<file path="config.mk">
export PLATFORM = sky130hd
export DESIGN_NAME = dualmem_portb_arb
export DESIGN_NICKNAME = d
export VERILOG_FILES = /design/src/rtl/dualmem_pkg.sv /design/src/rtl/rr_arb2.sv /design/src/rtl/dualmem_portb_arb.sv
export SDC_FILE = /design/constraint.sdc
export NUM_CORES = 1
export LEC_CHECK = 0
export ABC_AREA = 1
export CAP_MARGIN = 10
export CORE_AREA = 2 2 149 151
export DETAILED_ROUTE_END_ITERATION = 8
export DIE_AREA = 0 0 151 153
export DONT_BUFFER_PORTS = 1
export HOLD_SLACK_MARGIN = 0.15
export PLACE_DENSITY_LB_ADDON = 0.1
export SYNTH_ARGS = -nofsm -noshare
export SYNTH_HDL_FRONTEND = slang
export SYNTH_SLANG_ARGS = --single-unit
export TNS_END_PERCENT = 30
</file>
<file path="constraint.sdc">
create_clock -name clk -period 2.25 [get_ports clk]
set_input_delay 0.1125 -clock clk [delete_from_list [all_inputs] [get_ports clk]]
set_output_delay 0.1125 -clock clk [all_outputs]
set_load 0.01 [all_outputs]
</file>
<file path="src/rtl/dualmem_pkg.sv">
// Shared types and constants for the port-B burst arbiter.
// Imported by the arbiter top and its bench.
package dualmem_pkg;

  localparam int AW   = 11;
  localparam int DW   = 64;
  localparam int LENW = 4;

  localparam logic [1:0] WE_READ = 2'b00;

  typedef enum logic {
    IDLE,
    BUSY
  } state_t;

  typedef logic [LENW-1:0] beat_cnt_t;

endpackage

</file>
<file path="src/rtl/rr_arb2.sv">
// Two-way round-robin pick, purely combinational.
// On a tie the requester that did not own the last burst wins.
module rr_arb2 (
  input  logic [1:0] req,
  input  logic       last,
  output logic [1:0] grant
);

  // one-hot winner from the request pair and priority pointer
  always_comb begin
    grant = 2'b00;
    unique case (req)
      2'b01:   grant = 2'b01;
      2'b10:   grant = 2'b10;
      2'b11:   grant = last ? 2'b01 : 2'b10;
      default: grant = 2'b00;
    endcase
  end

endmodule

</file>
<file path="src/rtl/dualmem_portb_arb.sv">
// Burst arbiter sharing RAM port B between CPU bridge (0) and DMA (1).
// Owns the port for len+1 beats, returns reads one cycle later.
module dualmem_portb_arb
  import dualmem_pkg::*;
(
  input  logic                  clk,
  input  logic                  rst,
  input  logic [1:0]            req_i,
  input  logic [1:0][1:0]       we_i,
  input  logic [1:0][AW-1:0]    addr_i,
  input  logic [1:0][LENW-1:0]  len_i,
  input  logic [1:0][DW-1:0]    wdata_i,
  output logic [1:0]            gnt_o,
  output logic [1:0]            beat_o,
  output logic [1:0]            done_o,
  output logic [1:0]            rvalid_o,
  output logic [DW-1:0]         rdata_o,
  output logic                  enb_o,
  output logic [1:0]            web_o,
  output logic [AW-1:0]         addrb_o,
  output logic [DW-1:0]         dinb_o,
  input  logic [DW-1:0]         doutb_i
);

  state_t        state;
  state_t        state_n;
  logic          owner;
  logic [AW-1:0] addr;
  logic [1:0]    we;
  beat_cnt_t     cnt;
  logic          last;
  logic          rd_pend;
  logic          rd_owner;

  logic [1:0]    grant;
  logic          load;
  logic [1:0]    gnt;
  logic [1:0]    beat;
  logic [1:0]    done;
  logic          enb;
  logic [1:0]    web;
  logic [AW-1:0] addrb;
  logic [DW-1:0] dinb;
  logic [1:0]    rvalid;

  rr_arb2 u_arb (
    .req   (req_i),
    .last  (last),
    .grant (grant)
  );

  // state register
  always_ff @(posedge clk) begin
    if (rst) state <= IDLE;
    else     state <= state_n;
  end

  // next state and port-B drive
  always_comb begin
    state_n = state;
    load    = 1'b0;
    gnt     = 2'b00;
    beat    = 2'b00;
    done    = 2'b00;
    enb     = 1'b0;
    web     = 2'b00;
    addrb   = '0;
    dinb    = '0;
    unique case (state)
      IDLE: begin
        if (|req_i) begin
          gnt     = grant;
          load    = 1'b1;
          state_n = BUSY;
        end
      end
      BUSY: begin
        enb         = 1'b1;
        web         = we;
        addrb       = addr;
        dinb        = (we == WE_READ) ? '0 : wdata_i[owner];
        beat[owner] = 1'b1;
        if (cnt == '0) begin
          done[owner] = 1'b1;
          state_n     = IDLE;
        end
      end
      default: state_n = IDLE;
    endcase
  end

  // burst context, address/length counters, read return pipeline
  always_ff @(posedge clk) begin
    if (rst) begin
      owner    <= 1'b0;
      addr     <= '0;
      we       <= WE_READ;
      cnt      <= '0;
      last     <= 1'b1;
      rd_pend  <= 1'b0;
      rd_owner <= 1'b0;
    end else begin
      if (load) begin
        owner <= grant[1];
        addr  <= addr_i[grant[1]];
        we    <= we_i[grant[1]];
        cnt   <= len_i[grant[1]];
      end else if (state == BUSY) begin
        addr <= addr + 1'b1;
        cnt  <= cnt - 1'b1;
        if (cnt == '0) last <= owner;
      end
      rd_pend  <= (state == BUSY) && (we == WE_READ);
      rd_owner <= owner;
    end
  end

  assign rvalid = rd_pend ? (2'b01 << rd_owner) : 2'b00;

  assign gnt_o    = rst ? 2'b00 : gnt;
  assign beat_o   = rst ? 2'b00 : beat;
  assign done_o   = rst ? 2'b00 : done;
  assign enb_o    = rst ? 1'b0  : enb;
  assign web_o    = rst ? 2'b00 : web;
  assign addrb_o  = rst ? '0    : addrb;
  assign dinb_o   = rst ? '0    : dinb;
  assign rvalid_o = rst ? 2'b00 : rvalid;
  assign rdata_o  = (rst || !rd_pend) ? '0 : doutb_i;

endmodule

</file>
### Word-level counts from Yosys, hierarchy flattened

Cells that the tools add are included.

* input port bits: 230
* bits in registers: 22
* logic and storage cells: 68
* output and inout port bits: 150

* equality and inequality tests: 3
* reductions and logical operators: 9
* mux-type cells: 40
* shift operators: 1
* add/subtract/negate cells: 2
* bitwise gates (word level): 2
* $lt $le $gt $ge: 3

Operator list (count)
* $mux 64: 6
* $mux 11: 6
* $mux 2: 15
* $mux 4: 4
* $add 11x1->11 const B: 1
* $mux 1: 6
* $pmux 2 s3: 1
* $eq 2x2->1 const B: 2
* $logic_not 4->1: 1
* $lt 1x2->1 const B: 2
* $sub 4x1->4 const B: 1
* $reduce_and 3->1: 1
* $eq 2x1->1 const B: 1
* $logic_and 1x1->1: 2
* $logic_not 2->1: 1
* $not 1->1: 2
* $pmux 1 s2: 1
* $reduce_bool 2->1: 1
* $reduce_or 2->1: 1
* $shl 1x1->2 const A: 1
* $demux 1 s1: 1
* $ge 1x1->1 const B: 1
* $logic_not 1->1: 1
* $logic_or 1x1->1: 1

### Logic depth before layout (Yosys ltp)

Gate-level depths: netlist of run 1.

* word-level depth: 7
* mapped depth: 9
* gate-level depth less buffers: 9

### Modules after synthesis

From an unflattened synthesis of run 1, not the netlist that was laid out.

* cells, all modules: 598
* area total of the unflattened synthesis: 3155.5 um2

By module, submodules not included
* dualmem_portb_arb: sequential area each 440.4 um2, cells an instance 593, times used 1, area each 3134.3 um2
* rr_arb2: sequential area each 0.0 um2, cells an instance 5, times used 1, area each 21.3 um2

### Least setup slack after synthesis of run 1

No wires, ideal clock.

* path kind: flip-flop to output port
* from: reg state
* to: out dinb_o[10]
* buffers on the path: 1
* slack: 0.939 ns
* arrival: 1.198 ns
* stages on the path, launching flop included: 8
* data required time: 2.138 ns
* path through: dfxtp_1 > inv_2 > nor2_4 > inv_4 > nor2_4 > nor2_8 > buf_6 > a21oi_1

* cells in the longest elaborated chain, start to end: 2

RTL lines
* start, declared: line dualmem_portb_arb.sv:25 `state_t state;`
* start signal, assigned: line dualmem_portb_arb.sv:55 `else state <= state_n;`
* $mux 64: line dualmem_portb_arb.sv:69 `unique case (state)`
* $mux 64: line dualmem_portb_arb.sv:126 `assign dinb_o = rst ? '0 : dinb;`
* end, declared: line dualmem_portb_arb.sv:21 `output logic [DW-1:0] dinb_o,`

No other way between the ends.

### Worst setup path in the final report of run 1

* from: reg state
* to: reg addr[3]

* cells in the longest elaborated chain, start to end: 2
* elaborated cells on any way between the ends: 3
* those cells by class: mux (2); reduce/logical (1)

RTL lines
* $mux 1: line dualmem_portb_arb.sv:69
* $mux 11 / $reduce_bool 2->1 (equally long branches)
* end signal, assigned: line dualmem_portb_arb.sv:105 `addr <= addr_i[grant[1]];`
* end signal, assigned: line dualmem_portb_arb.sv:109 `addr <= addr + 1'b1;`
* end, declared: line dualmem_portb_arb.sv:28 `logic [AW-1:0] addr;`

Parallel ways exist; a longest one is shown, timed or not.
A chain may end at the register's enable or synchronous reset.

==> results_dict.tcl, run 1 <==
set metrics [dict create \
    timing.final.hold_violations 0 \
    worstSetupStartpointType "register" \
    slew_viol_final 0 \
    core.rowCount 54 \
    setup_tns_after_final_layout_ps 0 \
    tritoncts "done" \
    period_share_pct 90.3 \
    power_density_cells_nw_per_um2 444 \
    synth_top_area_cell "sky130_fd_sc_hd__nand2_1" \
    async_flop_share_pct 0 \
    cp_max_fo 19 \
    grt_setup_unrepaired "false" \
    post-synth-top-count-cell "sky130_fd_sc_hd__nand2_1" \
    tritoncts_num_sinks 22 \
    fin_util_pct 17.3 \
    clock_latency_ps 260 \
    place_hpwl_um 14400 \
    layout-drive-gt1-share_pct 10.1 \
    number_of_buffers_created_by_cts 3 \
    first_global_vias 3596 \
    vias_per_cell 4.38 \
    gp_routability_congestion 0.790 \
    syn-instance-count 596 \
    core_area_sq_um 21500 \
    leakagePower_uw 0.00183 \
    post-cts-setup-buffers 0 \
    wl_um 17300 \
    port-buffer-count 0 \
    ant_nets 0 \
    clock_pin_slew_on_the_worst_setup_and_hold_paths_ps 70 \
    grt_pass1_wl_um 23800 \
    cts.root.buffer_cell "sky130_fd_sc_hd__clkbuf_16" \
    timing.max_cap.violations 0 \
    crit_path_end_kind "register" \
    vias 3930 \
    total_die_area_sq_um 23100 \
    gr-total-overflow 0 \
    all_layer_global_routing_usage_pct 13.8 \
    timing.fmax_mhz 492 \
    boundaryPins 380 \
    yosys_warnings 0 \
    crit_type "register to register" \
    die_y_um 153 \
    dominant_synthesized_flop_cell "sky130_fd_sc_hd__dfxtp_1" \
    drt-pass1-iter-count 5 \
    final_report_setup_violation_count 0 \
    max-clock-path-buffers 2 \
    synth-edff-count 0 \
    final_routed_drc_violation_total 0 \
    die_w_um 151 \
    drt-initial-drc-count 279 \
    synth_sequential_area_ratio_pct 14.4 \
    worst_slew_margin_rel_pct 61.1 \
    status "finished, final reports clean" \
    mean_routed_wirelength_per_cell_um 19.3 \
    floorplan.initialDensity_pct 14.2 \
    largest_vdd_supply_drop_mv 0.228 \
    yosysUniqueCellTypes 30 \
    syn_avg_cell_area_sq_um 5.12 \
    fill_cells 2570 \
    postSynthNetCount 828 \
    cp.required_ps 2460 \
    synth_commonest_cells "179 x sky130_fd_sc_hd__nand2_1, 101 x sky130_fd_sc_hd__nor2_1, 91 x sky130_fd_sc_hd__inv_1" \
    netlist.area_leader.share_pct 22.0 \
    post_synth_instance_area_sq_um 3050 \
    postSynthRegisterBits 22 \
    synth_top_cells_by_area "sky130_fd_sc_hd__nand2_1 22%, sky130_fd_sc_hd__dfxtp_1 14%, sky130_fd_sc_hd__a21oi_1 13%" \
    finalWorstPathRequiredPeriod_ps 2030 \
    cp_data_arrival_time_ps 2250 \
    final_layout_net_count 847 \
    hp-class "input port to register" \
    clock_tree.htree_level_count 1 \
    largest_net_degree_at_the_start_of_global_routing 66 \
    worst_clock_skew_ps 5.62 \
    antenna_found_initial 5 \
    timing_worst_slew_pin_value_ps 583 \
    areaGrowthSynthToFinish_pct 21.4 \
]
## cell type report
class                   count  area (sq um)  share of cell area [%]
diodes                      3          7.51                   0.202
clock buffers               4          88.8                    2.40
inverters                  96           363                    9.79
multi-input cells         440          1990                    53.6
flip-flops and latches     22           442                    11.9
well taps                 280           350                    9.45
repair buffers             52           468                    12.6
## report_power, final
| group | leakage (uW) | total (uW) | switching (uW) | internal, uW |
|---|---|---|---|---|
| logic | 0.00160 | 724 | 489 | 235 |
| registers | 0.000183 | 485 | 47.9 | 437 |
| clock network | 0.0000442 | 437 | 164 | 272 |
## worst max-delay path, stage by stage (launching register included)
cell	delay, ps
sky130_fd_sc_hd__dfxtp_1	320
sky130_fd_sc_hd__buf_4	220
sky130_fd_sc_hd__nor2_4	300
sky130_fd_sc_hd__buf_4	260
sky130_fd_sc_hd__o21ai_0	100
sky130_fd_sc_hd__o21ai_1	130
sky130_fd_sc_hd__dlygate4sd3_1	560
sky130_fd_sc_hd__nand2_1	50
sky130_fd_sc_hd__inv_1	40
## cells by family (layout without fill, tap and decap cells)
| group | count (synthesis) | after routing | share of synthesized area (%) |
|---|---|---|---|
| AOI/OAI and AO/OA | 125 | 125 | 22.7 |
| xor gates and xnor gates | 1 | 1 | 0.287 |
| adders and majority gates | 2 | 2 | 0.820 |
| DFF | 22 | 22 | 14.4 |
| buffers and inverters | 134 | 152 | 20.5 |
| other | 0 | 3 | 0 |
| and+or+nand+nor | 312 | 312 | 41.2 |
## metal layers
layer | track usage (%) | wire (um) | part of all wire, % | vias up
met4 | 4.32 | 319 | 1.8 | 2
met5 | 0 | 8 | 0.046 | -
met2 | 24.3 | 8910 | 52 | 245
li1 | - | - | - | 1867
met1 | 17.2 | 6820 | 39 | 1797
met3 | 1.79 | 1210 | 7.0 | 19
## registers in the layout, indices dropped and copies added, names as in the netlist
name	count
last	1
cnt	4
rd_owner	1
state	1
addr	11
owner	1
rd_pend	1
we	2
## cells in the final DEF (no fill, tap or decap), types with 2 or more instances in the layout
master / n
sky130_fd_sc_hd__nand2_1: 178
sky130_fd_sc_hd__nor2_1: 101
sky130_fd_sc_hd__inv_1: 91
sky130_fd_sc_hd__a21oi_1: 80
sky130_fd_sc_hd__buf_4: 30
sky130_fd_sc_hd__dfxtp_1: 21
sky130_fd_sc_hd__o21ai_0: 20
sky130_fd_sc_hd__dlygate4sd3_1: 19
sky130_fd_sc_hd__nand3_1: 17
sky130_fd_sc_hd__a21oi_2: 11
sky130_fd_sc_hd__o22ai_1: 7
sky130_fd_sc_hd__nor3_1: 5
sky130_fd_sc_hd__inv_2: 4
sky130_fd_sc_hd__nor2_4: 4
sky130_fd_sc_hd__diode_2: 3
sky130_fd_sc_hd__clkbuf_16: 3
sky130_fd_sc_hd__nand2_2: 2
sky130_fd_sc_hd__nand4_1: 2
sky130_fd_sc_hd__o211ai_1: 2
sky130_fd_sc_hd__o21ai_1: 2
sky130_fd_sc_hd__ha_1: 2
sky130_fd_sc_hd__buf_12: 2
## final timing paths
kind / startpoint / endpoint / depth (start not counted) / slack (ps)
worst min register to register: we[0] / rd_pend / 1 / 440
worst max register to register: state / addr[3] / 8 / 220
worst min-delay path: addr_i[15] / addr[4] / 4 / 150
worst max-delay path: state / addr[3] / 8 / 220
## through the flow
stage               setup WS [ps]  instances  power [uW]  area, sq um  hold slack [ps]
floorplan                     939        596        1020         3050              258
global placement              586        870        1190         3410              198
detailed placement            563        870        1190         3410              201
CTS                          55.2        894        1670         3700              156
global route                 17.0        897        1780         3710              172
finish                        218        897        1650         3710              145
## timing repair
action                                  CTS  global route
endpoints found under the hold margin    14             0
endpoints found under the setup margin    0            11
hold buffers                             20             0
resized for setup                         0             1
Power figures use the tool's default switching activity.
==> inputs of run 2 (changes only) <==
==> constraint.sdc (replaced) <==
create_clock -name clk -period 1.9 [get_ports clk]
set_input_delay 0.095 -clock clk [delete_from_list [all_inputs] [get_ports clk]]
set_output_delay 0.095 -clock clk [all_outputs]
set_load 0.01 [all_outputs]
==> run 2 against run 1 <==
Die area stayed put. Sequential share of layout area is 1.2 points lower. Count of clock-buffer cells in the layout is 1 lower. Total power is 31% higher. Wire length is 3.8% higher. Setup slack worse by 150 ps. Critical path type is now register to primary output.
==> results_dict.tcl, run 2 (synthesized netlist as in run 1, its figures left out) <==
set metrics [dict create \
    grt_pass1_wl_um 24800 \
    gp_routability_congestion 0.846 \
    gr-max-usage-layer "met2" \
    core_area_sq_um 21500 \
    stdcell_area_sq_um 4140 \
    crit_type "register to primary output" \
    vias_per_cell 4.31 \
    slew_viol_final 0 \
    cp_data_arrival_time_ps 1730 \
    die_w_um 151 \
    final_routed_drc_violation_total 0 \
    fill_cells 2557 \
    met1_usage_pct 17.7 \
    power_density_cells_nw_per_um2 521 \
    critPathLaunch "state" \
    design_power_total_uw 2160 \
    cts.root.buffer_cell "sky130_fd_sc_hd__clkbuf_16" \
    wl_um 17900 \
    finalWorstPathRequiredPeriod_ps 1830 \
    crit_path_end_kind "primary output" \
    antenna_found_initial 3 \
    clock_latency_ps 260 \
    mean_routed_wirelength_per_cell_um 19.3 \
    worst_slew_margin_rel_pct 60.5 \
    hp-class "input port to register" \
    clock_tree.htree_level_count 1 \
    period_share_pct 96.2 \
    boundaryPins 380 \
    largest_vdd_supply_drop_mv 0.313 \
    multi_input_area_sq_um 2090 \
    place_area_sq_um 3540 \
    status "finished, final reports clean" \
    areaGrowthSynthToFinish_pct 35.5 \
    largest_net_degree_at_the_start_of_global_routing 68 \
    drt-initial-drc-count 243 \
    timing_worst_slew_pin_value_ps 592 \
    largest-register "addr" \
    number_of_buffers_created_by_cts 3 \
    reg2reg_setup_slack_ps 140 \
    all_layer_global_routing_usage_pct 14.3 \
    top_regs "addr: 11 flops, cnt: 4 flops, we: 2 flops" \
    cp.required_ps 1800 \
    drt-pass1-iter-count 4 \
    timing.final.hold_violations 0 \
    clock_pin_slew_on_the_worst_setup_and_hold_paths_ps 70 \
    core.rowCount 54 \
    place_hpwl_um 14800 \
    globalRouteMet2Util_pct 25.0 \
    grt_setup_unrepaired "true" \
    timing.max_cap.violations 0 \
    floorplan.initialDensity_pct 14.2 \
    worst_r2r_startpoint "state" \
    largest_register_ff_count 11 \
    use_met3_pct 2.03 \
    final_report_setup_violation_count 0 \
    ant_nets 0 \
    tritoncts_num_sinks 22 \
    regToRegEndpoint "addr[2]" \
    final_common_cell "sky130_fd_sc_hd__nand2_1" \
    leakagePower_uw 0.00201 \
    tritoncts "done" \
    mostFrequentLayoutCells "178 x sky130_fd_sc_hd__nand2_1, 100 x sky130_fd_sc_hd__nor2_1, 91 x sky130_fd_sc_hd__inv_1" \
    crit_end "dinb_o[7]" \
    worst-r2r-cell-count 6 \
    worst_clock_skew_ps 3.09 \
    max-clock-path-buffers 2 \
    final_layout_net_count 881 \
    cp_max_fo 9 \
    worstSetupStartpointType "register" \
    port-buffer-count 0 \
    layout-drive-gt1-share_pct 17.6 \
    ff_latch_area_sq_um 442 \
    gr-total-overflow 0 \
    first_global_vias 3724 \
    vias 4013 \
    die_y_um 153 \
    timing.fmax_mhz 547 \
    total_die_area_sq_um 23100 \
]
run 2: cell types whose count changed in the layout (fill, tap and decap cells not counted), sizes merged:
cell	previous run	this run
buf	32	57
dlygate4sd3	19	29
bufinv	0	1
clkbuf	4	3
dlymetal6s4s	1	0
run 2: worst max-delay path, stage by stage, from the launching register on:
cell and delay (ps):
sky130_fd_sc_hd__dfxtp_1 350, sky130_fd_sc_hd__inv_2 80, sky130_fd_sc_hd__nor2_4 180, sky130_fd_sc_hd__inv_4 100
sky130_fd_sc_hd__nor2_4 160, sky130_fd_sc_hd__nor2_8 70, sky130_fd_sc_hd__buf_12 140, sky130_fd_sc_hd__buf_12 130
sky130_fd_sc_hd__a21oi_1 110, sky130_fd_sc_hd__buf_4 140
run 2: layout make-up:
cell class | count | area share (%)
Timing Repair Buffer | 86 | 18.9
Tap cell | 280 | 8.47
Clock inverter | 1 | 0.726
Multi-Input combinational cell | 440 | 50.5
Inverter | 96 | 8.77
Sequential cell | 22 | 10.7
Clock buffer | 3 | 1.81
Antenna cell | 3 | 0.181
run 2: power by group:
| part | total [uW] | switching (uW) | leakage (uW) | internal (uW) |
|---|---|---|---|---|
| clock | 619 | 199 | 0.0000511 | 419 |
| sequential | 571 | 54.3 | 0.000183 | 517 |
| combinational | 965 | 619 | 0.00178 | 345 |
| total | 2160 | 873 | 0.00201 | 1280 |
run 2: what timing repair did:
action / 4_1_cts / 5_1_grt
hold endpoints to repair: 15 / 0
gates cloned: 0 / 0
endpoints found under the setup margin: 3 / 37
buffers inserted: 0 / 9
pin swaps: 0 / 2
hold buffers: 29 / 0
gates resized for setup: 0 / 27
run 2: routing by layer:
metal  vias up  share of wire [%]
li1       1934                  -
met1      1858                 40
met2       201                 51
met3        20                5.8
met4         0                2.8
met5         -                  0
run 2: per-stage QoR:
stage	util [%]	std cells	hold WS (ps)	setup WS, ps	TNS (ps)
after floorplan	-	596	223	607	0
after global placement	16.5	886	184	369	0
after detailed placement	16.5	886	183	292	0
after CTS	18.3	919	157	0.318	0
after global routing	19.3	931	198	-57.8	-604
final	19.3	931	150	71.6	0
run 2: worst min-delay path by stage:
stage | from | endpoint | slack, ps | cells after the start
3_5_place_dp | rst | rd_owner | 180 | 1
6_report | addr_i[13] | addr[2] | 150 | 4
4_1_cts | len_i[7] | cnt[3] | 160 | 4
2_1_floorplan | rst | enb_o | 220 | 1
5_1_grt | req_i[0] | addr[6] | 200 | 3
3_3_place_gp | rst | rd_owner | 180 | 1
